<file path="src/rtl/hazard_control_unit_if.sv">
// ============================================================================
//  Module      : hazard_control_unit_if
//  Description : Signal bundle between the pipeline datapath and the hazard
//                control unit. The datapath (master) reports hazard sources
//                and memory status. The control unit (slave) returns the
//                pipeline-register control codes, the PC enable and the
//                status counters.
//  Signals     : ID_EX_MemRead, ID_EX_Rt, IF_ID_Rs, IF_ID_Rt, IF_ID_UsesRt,
//                JumpID, BranchTaken, MemBusy        (datapath -> unit)
//                PCWrite, IF_ID_Signal, ID_EX_Signal, EX_MEM_Signal,
//                MEM_WB_Signal, MemTimeout, StallCycles,
//                FlushEvents                         (unit -> datapath)
//  Revision    : 1.0  initial release
// ============================================================================
`default_nettype none

interface hazard_control_unit_if;
    logic        ID_EX_MemRead;
    logic [4:0]  ID_EX_Rt;
    logic [4:0]  IF_ID_Rs;
    logic [4:0]  IF_ID_Rt;
    logic        IF_ID_UsesRt;
    logic        JumpID;
    logic        BranchTaken;
    logic        MemBusy;

    logic        PCWrite;
    logic [1:0]  IF_ID_Signal;
    logic [1:0]  ID_EX_Signal;
    logic [1:0]  EX_MEM_Signal;
    logic [1:0]  MEM_WB_Signal;
    logic        MemTimeout;
    logic [31:0] StallCycles;
    logic [31:0] FlushEvents;

    modport master (
        output ID_EX_MemRead, ID_EX_Rt, IF_ID_Rs, IF_ID_Rt, IF_ID_UsesRt,
               JumpID, BranchTaken, MemBusy,
        input  PCWrite, IF_ID_Signal, ID_EX_Signal, EX_MEM_Signal,
               MEM_WB_Signal, MemTimeout, StallCycles, FlushEvents
    );

    modport slave (
        input  ID_EX_MemRead, ID_EX_Rt, IF_ID_Rs, IF_ID_Rt, IF_ID_UsesRt,
               JumpID, BranchTaken, MemBusy,
        output PCWrite, IF_ID_Signal, ID_EX_Signal, EX_MEM_Signal,
               MEM_WB_Signal, MemTimeout, StallCycles, FlushEvents
    );
endinterface

`default_nettype wire

</file>
<file path="src/rtl/hazard_control_unit.sv">
// ============================================================================
//  Module      : hazard_control_unit
//  Description : Central pipeline controller for the 5-stage MIPS core.
//                Detects load-use hazards, taken branches/jumps and
//                data-memory wait. Drives the IF/ID, ID/EX, EX/MEM and MEM/WB
//                control codes (0 advance, 1 hold, 2 flush) and the PC write
//                enable. Keeps saturating stall/flush counters and a sticky
//                memory-timeout flag.
//  Ports       : Clock  - core clock, all state updates on posedge
//                Reset  - asynchronous active-high, clears all state
//                bus    - hazard_control_unit_if.slave (see interface file)
//  Revision    : 1.0  initial release
// ============================================================================
`default_nettype none

module hazard_control_unit #(
    parameter int LOAD_STALL_CYCLES = 1,   // 1..7
    parameter int MEM_TIMEOUT       = 64   // 2..255
) (
    input  wire logic              Clock,
    input  wire logic              Reset,
    hazard_control_unit_if.slave   bus
);

    localparam logic [1:0] c_ADVANCE = 2'd0;
    localparam logic [1:0] c_HOLD    = 2'd1;
    localparam logic [1:0] c_FLUSH   = 2'd2;

    localparam logic [2:0] c_LOAD_STALL_CYCLES = 3'(LOAD_STALL_CYCLES);
    localparam logic [7:0] c_MEM_TIMEOUT       = 8'(MEM_TIMEOUT);
    localparam logic [31:0] c_CNT_MAX          = 32'hFFFF_FFFF;

    typedef enum logic [1:0] {
        S_RUN        = 2'd0,
        S_LOAD_STALL = 2'd1,
        S_MEM_WAIT   = 2'd2
    } state_t;

    state_t      r_state;
    state_t      r_ret_state;
    logic [2:0]  r_stall_cnt;
    logic [7:0]  r_wait_cnt;
    logic        r_mem_timeout;
    logic [31:0] r_stall_cycles;
    logic [31:0] r_flush_events;

    state_t      w_next_state;
    state_t      w_next_ret_state;
    state_t      w_eff_state;
    logic [2:0]  w_next_stall_cnt;
    logic [7:0]  w_next_wait_cnt;
    logic        w_timeout_hit;
    logic        w_lu;
    logic        w_pc_write;
    logic        w_flush_event;
    logic [1:0]  w_if_id;
    logic [1:0]  w_id_ex;
    logic [1:0]  w_ex_mem;
    logic [1:0]  w_mem_wb;

    // Load-use hazard: a load in EX writes a register the instruction in ID
    // reads. $0 is never a real dependency.
    assign w_lu = bus.ID_EX_MemRead && (bus.ID_EX_Rt != 5'd0) &&
                  ((bus.ID_EX_Rt == bus.IF_ID_Rs) ||
                   (bus.IF_ID_UsesRt && (bus.ID_EX_Rt == bus.IF_ID_Rt)));

    // On the cycle memory becomes ready the saved state is resumed and the
    // same cycle is evaluated as if that state were current.
    assign w_eff_state = (r_state == S_MEM_WAIT) ? r_ret_state : r_state;

    // Wait counter saturates at the timeout value. The flag is visible in the
    // busy cycle whose count reaches the limit.
    always_comb begin
        w_next_wait_cnt = 8'd0;
        if (bus.MemBusy) begin
            w_next_wait_cnt = (r_wait_cnt == c_MEM_TIMEOUT) ? r_wait_cnt
                                                            : r_wait_cnt + 8'd1;
        end
    end

    assign w_timeout_hit = bus.MemBusy && (w_next_wait_cnt == c_MEM_TIMEOUT);

    // Next-state and control-code decode, priority:
    // MemBusy > BranchTaken > load stall (LOAD_STALL or LU) > JumpID.
    always_comb begin
        w_next_state     = w_eff_state;
        w_next_ret_state = r_ret_state;
        w_next_stall_cnt = r_stall_cnt;
        w_pc_write       = 1'b1;
        w_flush_event    = 1'b0;
        w_if_id          = c_ADVANCE;
        w_id_ex          = c_ADVANCE;
        w_ex_mem         = c_ADVANCE;
        w_mem_wb         = c_ADVANCE;

        if (bus.MemBusy) begin
            w_pc_write       = 1'b0;
            w_if_id          = c_HOLD;
            w_id_ex          = c_HOLD;
            w_ex_mem         = c_HOLD;
            w_mem_wb         = c_FLUSH;
            w_next_state     = S_MEM_WAIT;
            w_next_ret_state = w_eff_state;
        end else if (bus.BranchTaken) begin
            w_if_id       = c_FLUSH;
            w_id_ex       = c_FLUSH;
            w_ex_mem      = c_FLUSH;
            w_flush_event = 1'b1;
            w_next_state  = S_RUN;
        end else if (w_eff_state == S_LOAD_STALL) begin
            w_pc_write       = 1'b0;
            w_if_id          = c_HOLD;
            w_id_ex          = c_FLUSH;
            w_next_stall_cnt = r_stall_cnt - 3'd1;
            if (r_stall_cnt == 3'd1) begin
                w_next_state = S_RUN;
            end
        end else if (w_lu) begin
            // A jump coincident with the hazard is dropped here; it stays in
            // ID and is decoded again once the stall ends.
            w_pc_write = 1'b0;
            w_if_id    = c_HOLD;
            w_id_ex    = c_FLUSH;
            if (LOAD_STALL_CYCLES > 1) begin
                w_next_stall_cnt = c_LOAD_STALL_CYCLES - 3'd1;
                w_next_state     = S_LOAD_STALL;
            end
        end else if (bus.JumpID) begin
            w_if_id       = c_FLUSH;
            w_flush_event = 1'b1;
        end
    end

    always_ff @(posedge Clock or posedge Reset) begin
        if (Reset) begin
            r_state        <= S_RUN;
            r_ret_state    <= S_RUN;
            r_stall_cnt    <= 3'd0;
            r_wait_cnt     <= 8'd0;
            r_mem_timeout  <= 1'b0;
            r_stall_cycles <= 32'd0;
            r_flush_events <= 32'd0;
        end else begin
            r_state       <= w_next_state;
            r_ret_state   <= w_next_ret_state;
            r_stall_cnt   <= w_next_stall_cnt;
            r_wait_cnt    <= w_next_wait_cnt;
            r_mem_timeout <= r_mem_timeout | w_timeout_hit;
            if (!w_pc_write && (r_stall_cycles != c_CNT_MAX)) begin
                r_stall_cycles <= r_stall_cycles + 32'd1;
            end
            if (w_flush_event && (r_flush_events != c_CNT_MAX)) begin
                r_flush_events <= r_flush_events + 32'd1;
            end
        end
    end

    // While reset is held every stage is flushed and the PC is frozen.
    assign bus.PCWrite       = Reset ? 1'b0    : w_pc_write;
    assign bus.IF_ID_Signal  = Reset ? c_FLUSH : w_if_id;
    assign bus.ID_EX_Signal  = Reset ? c_FLUSH : w_id_ex;
    assign bus.EX_MEM_Signal = Reset ? c_FLUSH : w_ex_mem;
    assign bus.MEM_WB_Signal = Reset ? c_FLUSH : w_mem_wb;
    assign bus.MemTimeout    = !Reset && (r_mem_timeout || w_timeout_hit);
    assign bus.StallCycles   = r_stall_cycles;
    assign bus.FlushEvents   = r_flush_events;

endmodule

`default_nettype wire

</file>
<file path="src/flat_wrapper.sv">
// flat-port wrapper written by rule: the top's interface ports become plain ports
module hazard_control_unit_flat 
#(
    parameter int LOAD_STALL_CYCLES = 1,          
    parameter int MEM_TIMEOUT       = 64            
)
  (Clock, Reset, bus_ID_EX_MemRead, bus_ID_EX_Rt, bus_IF_ID_Rs, bus_IF_ID_Rt, bus_IF_ID_UsesRt, bus_JumpID, bus_BranchTaken, bus_MemBusy, bus_PCWrite, bus_IF_ID_Signal, bus_ID_EX_Signal, bus_EX_MEM_Signal, bus_MEM_WB_Signal, bus_MemTimeout, bus_StallCycles, bus_FlushEvents);
  hazard_control_unit_if bus_i ();
  input  wire logic Clock;
  input  wire logic Reset;
  input wire logic [$bits(bus_i.ID_EX_MemRead)-1:0] bus_ID_EX_MemRead;
  input wire logic [$bits(bus_i.ID_EX_Rt)-1:0] bus_ID_EX_Rt;
  input wire logic [$bits(bus_i.IF_ID_Rs)-1:0] bus_IF_ID_Rs;
  input wire logic [$bits(bus_i.IF_ID_Rt)-1:0] bus_IF_ID_Rt;
  input wire logic [$bits(bus_i.IF_ID_UsesRt)-1:0] bus_IF_ID_UsesRt;
  input wire logic [$bits(bus_i.JumpID)-1:0] bus_JumpID;
  input wire logic [$bits(bus_i.BranchTaken)-1:0] bus_BranchTaken;
  input wire logic [$bits(bus_i.MemBusy)-1:0] bus_MemBusy;
  output wire logic [$bits(bus_i.PCWrite)-1:0] bus_PCWrite;
  output wire logic [$bits(bus_i.IF_ID_Signal)-1:0] bus_IF_ID_Signal;
  output wire logic [$bits(bus_i.ID_EX_Signal)-1:0] bus_ID_EX_Signal;
  output wire logic [$bits(bus_i.EX_MEM_Signal)-1:0] bus_EX_MEM_Signal;
  output wire logic [$bits(bus_i.MEM_WB_Signal)-1:0] bus_MEM_WB_Signal;
  output wire logic [$bits(bus_i.MemTimeout)-1:0] bus_MemTimeout;
  output wire logic [$bits(bus_i.StallCycles)-1:0] bus_StallCycles;
  output wire logic [$bits(bus_i.FlushEvents)-1:0] bus_FlushEvents;
  assign bus_i.ID_EX_MemRead = bus_ID_EX_MemRead;
  assign bus_i.ID_EX_Rt = bus_ID_EX_Rt;
  assign bus_i.IF_ID_Rs = bus_IF_ID_Rs;
  assign bus_i.IF_ID_Rt = bus_IF_ID_Rt;
  assign bus_i.IF_ID_UsesRt = bus_IF_ID_UsesRt;
  assign bus_i.JumpID = bus_JumpID;
  assign bus_i.BranchTaken = bus_BranchTaken;
  assign bus_i.MemBusy = bus_MemBusy;
  assign bus_PCWrite = bus_i.PCWrite;
  assign bus_IF_ID_Signal = bus_i.IF_ID_Signal;
  assign bus_ID_EX_Signal = bus_i.ID_EX_Signal;
  assign bus_EX_MEM_Signal = bus_i.EX_MEM_Signal;
  assign bus_MEM_WB_Signal = bus_i.MEM_WB_Signal;
  assign bus_MemTimeout = bus_i.MemTimeout;
  assign bus_StallCycles = bus_i.StallCycles;
  assign bus_FlushEvents = bus_i.FlushEvents;
  hazard_control_unit #(.LOAD_STALL_CYCLES(LOAD_STALL_CYCLES), .MEM_TIMEOUT(MEM_TIMEOUT)) u_core (.Clock(Clock), .Reset(Reset), .bus(bus_i));
endmodule
</file>
<file path="config.mk">
export PLATFORM = sky130hd
export DESIGN_NAME = hazard_control_unit_flat
export DESIGN_NICKNAME = d
export VERILOG_FILES = /design/src/rtl/hazard_control_unit_if.sv /design/src/rtl/hazard_control_unit.sv /design/src/flat_wrapper.sv
export SDC_FILE = /design/constraint.sdc
export NUM_CORES = 1
export LEC_CHECK = 0
export CAP_MARGIN = 25
export CORE_MARGIN = 3
export CORE_UTILIZATION = 64
export DETAILED_ROUTE_END_ITERATION = 10
export DONT_BUFFER_PORTS = 1
export PLACE_DENSITY = 0.8
export SLEW_MARGIN = 20
export SYNTH_ARGS = -nofsm -noshare
export SYNTH_HDL_FRONTEND = slang
export SYNTH_SLANG_ARGS = --single-unit
</file>
<file path="constraint.sdc">
create_clock -name Clock -period 3.03 [get_ports Clock]
set_input_delay 0.4545 -clock Clock [delete_from_list [all_inputs] [get_ports Clock]]
set_output_delay 0.4545 -clock Clock [all_outputs]
set_load 0.02 [all_outputs]
</file>
### Word level (Yosys, flattened, before mapping)

Index checks and enable logic that the tools add are counted.
Widths: inputs -> output; s select.

* bits in registers: 80
* bits in latches: 0
* RAM bits: 0
* ROM bits: 0
* output and inout bits: 74
* memories kept: 0

* $add $sub $neg: 4
* multipliers: 0
* div/mod/pow operators: 0
* $lt $le $gt $ge: 0
* equality and inequality tests: 9
* shift operators: 0
* multiplexer cells: 33
* bitwise logic cells: 3
* reduce and logical (&&, ||, !) cells: 13

Operators with widths (count)
* $add 32x1->32 const B: 2
* $ne 32x32->1 const B: 2
* $mux 2: 21
* $eq 8x7->1 const B: 2
* $mux 8: 2
* $eq 5x5->1: 2
* $mux 1: 10
* $add 8x1->8 const B: 1
* $logic_and 1x1->1: 7
* $reduce_bool 5->1: 1
* $eq 3x1->1 const B: 1
* $reduce_and 3->1: 1
* $sub 3x1->3 const B: 1
* $eq 2x1->1 const B: 1
* $eq 2x2->1 const B: 1
* $logic_not 1->1: 2
* $logic_or 1x1->1: 2
* $not 1->1: 2
* $or 1x1->1: 1

### Logic depth before layout (Yosys ltp)

* word-level depth: 10
* mapped depth: 9
* mapped depth without buffers: 8

### Least setup slack after synthesis

Ideal clock, no wire load.

* path type: input-to-output
* from: input Reset
* to: output bus_IF_ID_Signal[1]
* arrival: 2.661 ns
* data required time: 2.575 ns
* path slack: -0.086 ns
* stages on the path: 2
* path buffers: 0
* path through: inv_1 -> nand2_1

* word-level cells in the longest chain between the ends: 1

RTL lines
* start: declaration: RTL line flat_wrapper.sv:10 `input wire logic Reset;`
* $mux 2: RTL line hazard_control_unit.sv:160 `assign bus.IF_ID_Signal = Reset ? c_FLUSH : w_if_id;`
* end: declaration: RTL line flat_wrapper.sv:20 `output wire logic [$bits(bus_i.IF_ID_Signal)-1:0] bus_IF_ID_Signal;`

No other way between the ends.

### Worst setup path in the final report

* from: register u_core.r_state[0]
* to: output bus_PCWrite

* word-level cells in the longest chain between the ends: 7

RTL lines
* start: declaration: RTL line hazard_control_unit.sv:39 `state_t r_state;`
* start signal: assignment: RTL line hazard_control_unit.sv:144 `r_state <= w_next_state;`
* $eq 2x2->1: RTL line hazard_control_unit.sv:69 `assign w_eff_state = (r_state == S_MEM_WAIT) ? r_ret_state : r_state;`
* $mux 2 *: RTL line hazard_control_unit.sv:69
* $eq 2x1->1 *: RTL line hazard_control_unit.sv:110 `end else if (w_eff_state == S_LOAD_STALL) begin`
* $mux 1 *: RTL line hazard_control_unit.sv:110
* $mux 1 *: RTL line hazard_control_unit.sv:104 `end else if (bus.BranchTaken) begin`
* $mux 1 *: RTL line hazard_control_unit.sv:96 `if (bus.MemBusy) begin`
* $mux 1 *: RTL line hazard_control_unit.sv:159 `assign bus.PCWrite = Reset ? 1'b0 : w_pc_write;`
* end: declaration: RTL line flat_wrapper.sv:19 `output wire logic [$bits(bus_i.PCWrite)-1:0] bus_PCWrite;`

Mark *: on every way between the ends. The rest lies on a longest branch, timed or not.

==> metrics.md <==
| Metric | Value |
|---|---|
| Status | finished, final reports clean |
| Post-synth top area share | between 40% and 50% |
| Core area | ~6400 um2 |
| Max_slew headroom | between 40% and 50% |
| Synth top area cells | dfrtp_1, xor2_1, nor3_1, xnor2_1, nand3_1 |
| Met2 wire length | between 4000 and 5000 um |
| Max-slew violation count | 0 |
| GR Overflow Total | 0 |
| Total track usage | 24.1% |
| RSZ-0062 raised after global routing | false |
| Max layer used | met4 |
| Share of synthesized flip-flops with an asynchronous set or reset | 100% |
| Largest net degree at the start of global routing | 64 |
| Die extent in y | just under 90 um |
| Final net count | 454 |
| Synth warn | 0 |
| I/O pin count | 96 |
| Drt initial violations | 106 |
| Critical Path Start Type | register |
| Global-route wire length before repair | between 10000 and 15000 um |
| Syn-to-layout area delta | 7.30% |
| Sequential area share after synthesis | a little under half |
| Share of layout cells above drive strength 1 | roughly an eighth |
| H-tree depth | 3 |
| Hold Slack | around 31 ps |
| Initial antenna violation count | 0 |
| Critical path endpoint category | output port |
| Commonest cells after routing, fill and taps aside | dfrtp_1, xor2_1, nor3_1, nand2_1, nor2_1 |
| Final ANT Viol Nets | 0 |
| TritonCTS clock tree | built |
| Synth Cell Area | between 4000 and 5000 um2 |
| Drt pass-1 iters | 4 |
| Hold Path Class | in2async |
| EDFF count, synth | 0 |
| CP Data Arrival Time | 2330 ps |
| Final setup vio count | 0 |
| Max Cap Viol | 0 |
| Register bit count reported by yosys | 80 |
| Power per cell area | between 600 and 700 nW/um2 |
| Critical Path RT | between 2000 and 3000 ps |
| Detailed Place HPWL | 6320 um |
| Port buffer count | 0 |
| Vias | ~3200 |
| Netlist cell types | 48 |
| VDD IR max | roughly 0.00054 V |
| Setup bufs post-CTS | 0 |
| Rows | 29 |
| Synth area leader | dfrtp_1 |
| Final Hold Viols | 0 |
| Mapped Nets | 451 |
| Syn Inst Count | around 420 |
| Post-route DRC | 0 |
| Worst-Skew Late Latency | about 340 ps |
| Crit Path Category | reg2out |
| Clk slew on worst S/H paths | roughly 80 ps |
| Final Cycle Share | roughly nine tenths |
| Drt wl/cell | between 15 and 20 um |
| Full die area | 7740 um2 |
| Mean Syn Cell Area | roughly 10 um2 |
| Met3 Wirelength | between 600 and 700 um |
| Worst slew pin tran | between 700 and 800 ps |
| Clk sinks | 80 |
| Vias per cell | approximately 6.2 |
| Clock skew | 11.7 ps |
| Die Span X | approximately 90 um |
| Vias in the first global route | roughly 3100 |
| GP Congestion | 0.836 |
| Root buf cell | clkbuf_8 |
| Inserted Diodes | 0 |
| Commonest non-fill, non-tap cell in the layout | dfrtp_1 |
| Ys flop type | dfrtp_1 |
| CTS Buffer Depth | 2 |
| Period minus WS final | around 2800 ps |
| Metal1 wirelength | about 3700 um |
| CTS Hold Bufs | 0 |
| Final Power | slightly below 3 mW |
| Dpl ws | 371 ps |
| Fmax | roughly 360 MHz |
| P_leak | between 1.5 and 2 nW |
| Crit path max fanout | 13 |
| Initial Util | about 67% |
| Setup TNS | 0 ps |
| CTS buffer count | 9 |
| Final WS setup | 243 ps |
| Post-Route WL | between 9000 and 10000 um |
## layout make-up
type / count / area, um2
Timing Repair Buffer: 10 / 75.1
Tap cell: 77 / 96.3
Inverter: 16 / 63.8
Fill cell: 456 / 1800
Clock buffer: 12 / 145
Sequential cell: 80 / 2000
Clock inverter: 3 / 42.5
Multi-Input combinational cell: 309 / 2190
## path summary, 6_finish.rpt
kind                                            from                          to  slack, ps  cells past startpoint
min                                            Reset        u_core.r_mem_timeout         30                      2
max reg2reg                u_core.bus.FlushEvents[0]   u_core.bus.FlushEvents[9]        470                      9
max in group asynchronous                      Reset  u_core.bus.FlushEvents[23]       1920                      3
min in group Clock                   bus_BranchTaken           u_core.r_state[0]        180                      1
min reg2reg                     u_core.r_mem_timeout        u_core.r_mem_timeout        480                      1
max                                u_core.r_state[0]                 bus_PCWrite        240                      5
## layer usage
layer / global-route usage, % / vias to the layer above
li1: - / 1505
met2: 39.5 / 92
met5: 0 / -
met1: 30.0 / 1558
met3: 9.69 / 8
met4: 5.86 / 0
## power by group
part | switching [mW] | internal [mW]
sequential | 0.481 | 1.25
combinational | 0.266 | 0.216
clock | 0.361 | 0.398
total | 1.11 | 1.87
## logic make-up after synthesis
logic type,share of synthesized area [%]
other cells,0.0871
xor+xnor,16.5
mux,0.756
compound gates,3.26
buf+inv,3.31
flops,46.5
simple gates,27.8
fa+ha+maj,1.74
## Yosys cell counts (2+ instances only)
library cell and number:
dfrtp_1 80, xor2_1 64, nand2_1 30, nor3_1 30, nor2_1 28, nand3_1 24
nand4_1 17, xnor2_1 17, inv_1 16, nor4_1 14, clkbuf_1 8, a21oi_1 7
and4_1 7, nor4b_2 7, buf_2 6, ha_1 6, nor4_2 6, or4_1 6
and3_1 5, nor3b_1 4, or2_2 3, a211o_1 2, a41o_1 2, and2_1 2
buf_1 2, buf_4 2, mux2_2 2, nand4_2 2, nand4b_1 2, nor3_2 2
o21ai_0 2, or3_1 2
## worst max-delay path, cell delays in order, from the launching register on
cell and delay (ps):
dfrtp_1 410, nor2b_1 140, a31oi_1 450, or2_2 210, o311a_1 440, and2_1 350
## stage by stage
| step | cell area [um2] | std cells | utilization [%] |
|---|---|---|---|
| 2_1_floorplan | 4310 | 423 | - |
| 3_3_place_gp | 4420 | 492 | 68.8 |
| 3_5_place_dp | 4420 | 492 | 68.8 |
| 4_1_cts | 4600 | 507 | 71.7 |
| 5_1_grt | 4620 | 507 | 71.9 |
| 6_report | 4620 | 507 | 71.9 |
## registers in the layout, indices dropped and copies added (netlist names)
name	cells
u_core.r_ret_state	2
u_core.r_mem_timeout	1
u_core.bus.FlushEvents	32
u_core.r_state	2
u_core.bus.StallCycles	32
u_core.r_wait_cnt	8
u_core.r_stall_cnt	3
## repair_timing
action | 4_1_cts | 5_1_grt
gates resized for setup | 0 | 2
endpoints found under the hold margin | 0 | 0
setup endpoints to repair | 0 | 1
Note: power is estimated with default switching activity, not from simulation.
==> edit 1 (same flow settings) <==
`MEM_TIMEOUT` is set to 64 in 2 places; all go to 48.
--- a/src/rtl/hazard_control_unit.sv
+++ b/src/rtl/hazard_control_unit.sv
@@ -15,7 +15,7 @@
 
 module hazard_control_unit #(
     parameter int LOAD_STALL_CYCLES = 1,   // 1..7
-    parameter int MEM_TIMEOUT       = 64   // 2..255
+    parameter int MEM_TIMEOUT       = 48   // 2..255
 ) (
     input  wire logic              Clock,
     input  wire logic              Reset,
--- a/src/flat_wrapper.sv
+++ b/src/flat_wrapper.sv
@@ -2,7 +2,7 @@
 module hazard_control_unit_flat 
 #(
     parameter int LOAD_STALL_CYCLES = 1,          
-    parameter int MEM_TIMEOUT       = 64            
+    parameter int MEM_TIMEOUT       = 48            
 )
   (Clock, Reset, bus_ID_EX_MemRead, bus_ID_EX_Rt, bus_IF_ID_Rs, bus_IF_ID_Rt, bus_IF_ID_UsesRt, bus_JumpID, bus_BranchTaken, bus_MemBusy, bus_PCWrite, bus_IF_ID_Signal, bus_ID_EX_Signal, bus_EX_MEM_Signal, bus_MEM_WB_Signal, bus_MemTimeout, bus_StallCycles, bus_FlushEvents);
   hazard_control_unit_if bus_i ();
Behaviour: same outputs for any inputs over 10 cycles, from zero or initial values and one cycle with Reset high; that may be too few to reach the edited logic, so the function may still have changed.
==> edit 1 against the original RTL <==
Final area fell by 0.84%. Synthesized area fell by 1.2%. Sequential cell count did not move. Setup slack got worse by 0.14 ns. Total power fell by 8.5%. First-iteration DRC count rose by 60%. Core utilization fell by 0.20 points. Clock skew barely moved. Routed wire length fell by 1.7%. Sequential power fell by 14%. Count of clock-buffer cells in the layout fell by 3. Register-to-register slack improved by 0.14 ns. Critical path type unchanged. Highest routed layer unchanged.
==> edit 1: results (changes against the original RTL) <==
** Final layout
- Fillcell total :: 463 (+1.5%)
- Number of non-clock buffers :: 9 (-1)
- The area taken by flip-flops and latches is 0.002003 mm^2 (about the same).
- The layout buffering overhead excluding clock cells came to 1.475% (-0.15 points).
- Area of the multi-input gates :: 0.002160 mm^2 (-1.5%)
- Number of multi-input logic gates :: 310 (+0.32%)
- Net total in the final layout :: 450 (-0.88%)

** Global route
- First-pass GRT wire length :: 14760 um (about the same)
- The largest net degree at the start of global routing is 41 (-36%).
- The global-route track usage on met3 is 6.244% (-3.4 points).
- The global-route usage over all layers is 24.26% (+0.13 points).

** Run status
- The run finished with clean final reports.

** STA
- Peak clock frequency supported by timing :: 0.3414 GHz (-4.8%)
- Worst hold margin :: 0.1741 ns (+0.1432 ns)
- Measured slew at the worst slew-check pin :: 0.7521 ns (-0.03708 ns)

** Synthesis
- The synthesized netlist net count came to 441 (-2.2%).
- Library cells used by synthesis :: 58 (+21%)
- The commonest cells after synthesis are dfrtp_1, xnor2_1, nand4_1.
- The sequential cell area fraction in the yosys report is 47.07% (+0.56 points).

** Pwr
- The part of the total power dissipated in the clock network came to 29.7% (+4.2 points).
- Seq pwr :: 1.49 mW (-14%)
- VDD IR max :: 0.0004633 V (-14%)

** Critical path
- End of the critical path :: bus_MemTimeout
- Critical register-to-register path startpoint :: u_core.bus.FlushEvents[10]
- The maximum cell stage delay along the critical path is 0.47 ns (+0.02 ns).
- The maximum fanout count along the critical path came to 7 (-6).
- The logic depth of the worst register-to-register path came to 5 (-4).
- Worst path slowest cell :: or4b_4
- Reg-to-reg slack, setup :: 0.61 ns (+0.14 ns)
- The critical path starts at u_core.r_wait_cnt[0].

** Detailed routing
- The total number of vias came to 3142 (-0.66%).
- Routed met3 length :: 481 um (-29%)
- The met1 routed wirelength after detailed routing is 3785 um (+1.4%).
- The total routed wirelength was 8923 um (-1.7%).
- The number of DRC markers after the initial detailed-route iteration came to 170 (+60%).

** Placed design
- The instance area at placement was 0.004348 mm^2 (-1.5%).
- The detailed placement HPWL was 6436 um (+1.9%).
edit 1: logic make-up (layout without fill, tap and decap cells):
| kind of cell | Yosys count | in the layout | synth area share, % |
|---|---|---|---|
| AO/OA/AOI/OAI | 31 | 31 | 5.649 |
| XOR/XNOR | 79 | 79 | 16.45 |
| adder cells (fa/ha/maj) | 6 | 6 | 1.765 |
| buffers and inverters | 23 | 37 | 2.589 |
| flip-flops | 80 | 80 | 47.07 |
| multiplexers | 2 | 2 | 0.6177 |
| other | 1 | 1 | 0.08818 |
| AND/OR/NAND/NOR | 191 | 191 | 25.77 |
edit 1: repair_timing:
item                                    in CTS  in global routing
endpoints found under the setup margin       1                  1
setup buffers                                0                  1
pin swaps                                    0                  3
resized for setup                            2                  5
edit 1: critical path, delay by kind of cell, from the launching register on:
family	cells	cell delay, ns
AOI/OAI and AO/OA	4	0.73
and+or+nand+nor	2	0.68
DFF	1	0.45
adders and majority gates	1	0.15
buffers and inverters	1	0.12
==> edit 2 (config.mk and constraints unchanged) <==
Made on the original files. Encoding of `state_t`: now one-hot (3 bits for 3 states).
--- a/src/rtl/hazard_control_unit.sv
+++ b/src/rtl/hazard_control_unit.sv
@@ -30,10 +30,10 @@
     localparam logic [7:0] c_MEM_TIMEOUT       = 8'(MEM_TIMEOUT);
     localparam logic [31:0] c_CNT_MAX          = 32'hFFFF_FFFF;
 
-    typedef enum logic [1:0] {
-        S_RUN        = 2'd0,
-        S_LOAD_STALL = 2'd1,
-        S_MEM_WAIT   = 2'd2
+    typedef enum logic [2:0] {
+        S_RUN        = 3'b001,
+        S_LOAD_STALL = 3'b010,
+        S_MEM_WAIT   = 3'b100
     } state_t;
 
     state_t      r_state;
Formal check against the unedited RTL: no difference found for any inputs over 10 cycles, from zero or initial values and one cycle with Reset high; not proved beyond that.
==> edit 2 against the original RTL <==
Combinational power decreased by 31%. Sequential cell count increased by 2. Synthesized area about the same. Clock power increased by 18%. Synthesized cell count increased by 0.71%. Setup slack got worse by 0.039 ns. Final area decreased by 0.22%. Total power decreased by 9.0%. Fmax decreased by 1.4%. Worst hold slack improved by 0.099 ns. Routed wire length decreased by 3.1%.
==> edit 2: results (changes against the original RTL) <==
** STA
- The transition time at the pin with the least slew margin is 0.7915 ns (+0.002365 ns).
- Tcrit/Tclk final :: 93.25% (+1.3 points)
- Maximum clock skew at final layout :: 0.01205 ns (+0.0003045 ns)

** Final layout
- The final sequential cell count came to 82 (+2.5%).
- Count of clock buffers in the final design :: 11 (-1)
- Layout cell share with drive strength beyond 1 :: 9.885% (-1.7 points)
- Fraction of area in multi-input gates :: 46.16% (-1.3 points)
- Area share of buffers outside the clock network :: 0.7059% (-0.92 points)
- Footprint of the flip-flops and latches :: 0.002054 mm^2 (+2.6%)
- Number of multi-input logic gates :: 316 (+2.3%)
- The number of logic inverters in the finished layout came to 18 (+2).
- Relative area of clock buffers and inverters in the final design :: 4.914% (+0.85 points)
- The layout buffer count excluding clock buffers came to 4 (-6).
- Net total in the final layout :: 459 (+1.1%)

** Clock tree
- The level count of the clock H-tree is 3 (unchanged).
- The clock latency reported for the late side of the worst-skew pair is 0.36 ns (+0.02 ns).
- The cts-stage hold buffer count was 1 (+1).
- CTS placed an instance of clkbuf_8 at the clock tree root.

** Synthesis
- The adder-cell area share of the yosys netlist is 1.746% (about the same).
- Area fraction in compound gates after synthesis :: 5.499% (+2.2 points)
- The share of synthesized registers carrying an async set or reset came to 100.0% (unchanged).
- The count of unique library cells instantiated by Yosys was 51 (+6.3%).
- The commonest cells after synthesis are dfrtp_1, xnor2_1, nand2_1.
- The sequential cell area fraction in the yosys report is 47.77% (+1.3 points).
- Biggest area contributors in the synthesized netlist :: dfrtp_1, xnor2_1, nand4_1, xor2_1, nand3_1
- Multiplexer fraction of the synthesized cell area :: 0.5237% (-0.23 points)
- Xor/xnor share of the synthesized area :: 16.09% (-0.39 points)
- The synthesized netlist net count came to 454 (+0.67%).

** Critical path
- Grouping stages by cell kind, the critical path spends the most delay in compound AO/OA/AOI/OAI gates.
- The register-to-register path setup slack came to 0.58 ns (+0.11 ns).
- Slowest stage delay, CP :: 0.55 ns (+0.10 ns)
- The data arrival at the endpoint of the critical path was 2.37 ns (+0.04 ns).
- The logic depth of the worst register-to-register path came to 7 (-2).
- Endpoint of the most critical register-to-register path :: u_core.bus.FlushEvents[13]
- The maximum fanout count along the critical path was 6 (-7).
- Critical Path Start :: u_core.r_ret_state[0]
- End of the critical path :: bus_IF_ID_Signal[1]
- In this run the critical register-to-register path is launched from u_core.bus.FlushEvents[3].
- Worst path slowest cell :: dfstp_2

** Detailed routing
- Vias per Instance :: 6.109 (-2.1%)
- The detail-routed net length per standard cell is 17.18 um (-4.0%).
- Drt initial violations :: 179 (+69%)

** Pwr
- The worst-case vdd ir drop came to 0.0004292 V (-21%).

** Min path
- Worst min-delay path class :: input pin to flop

** Placed design
- Last weighted congestion value of the routability-driven placer :: 0.8611 (+3.1%)
- The detailed placement HPWL is 6362 um (+0.71%).
- Setup slack at placement :: 0.6047 ns (+0.2332 ns)

** Global route
- The global-route usage over all layers was 24.20% (+0.073 points).
- The via count of the first global-routing pass came to 3047 (-0.97%).
- Pin count of the biggest net entering global routing :: 66 (+3.1%)

** Run status
- The run finished with clean final reports.
## edit 2: changes by cell type after synthesis, moves of 5 or more
cell     delta
nor3_1     -12
nor4_1     -10
nand3_1     +5
nor2_1      +6
xor2_1     -42
or4_1       -6
a21oi_1     +5
nor4b_2     -7
and3_1      +9
nand2_1     +6
nand4_1    +14
nor4_2      -6
xnor2_1    +40
## edit 2: metrics by stage
step	hold WS (ns)	instances	power (mW)	area, um^2
after floorplan	0.4265	426	1.749	4304
after global placement	0.3563	496	1.819	4372
after detailed placement	0.3618	496	1.833	4372
after CTS	0.1073	512	2.734	4608
after global routing	0.09923	512	2.868	4608
final	0.1298	512	2.708	4608
## edit 2: worst min path at each step
stage | from | endpoint | slack [ns] | cells after the start
after floorplan | u_core.r_mem_timeout | u_core.r_mem_timeout | 0.43 | 1
after global placement | Reset | u_core.r_wait_cnt[1] | 0.36 | 1
after detailed placement | Reset | u_core.r_wait_cnt[1] | 0.36 | 1
after CTS | bus_MemBusy | u_core.r_state[0] | 0.11 | 1
after global routing | bus_MemBusy | u_core.r_state[0] | 0.1 | 1
final | bus_MemBusy | u_core.r_state[0] | 0.13 | 1
## edit 2: power breakdown
| group | internal, mW | switching (mW) | leakage [nW] |
|---|---|---|---|
| combinational | 0.155 | 0.178 | 0.777 |
| clock | 0.505 | 0.391 | 0.108 |
| sequential | 1.21 | 0.266 | 1.08 |
## edit 2: routing by layer
metal	share of wire, %	global-route usage [%]	up-vias
met2	48	37.81	94
met5	0	0	-
met1	44	32.12	1535
met4	1.1	7.392	0
met3	6.8	8.090	8
li1	-	-	1491
## edit 2: worst reg2reg max path: cells and delay by family (launching register included)
family        cells  cell delay (ns)
flops             1             0.56
xor+xnor          1             0.15
simple gates      6             1.62
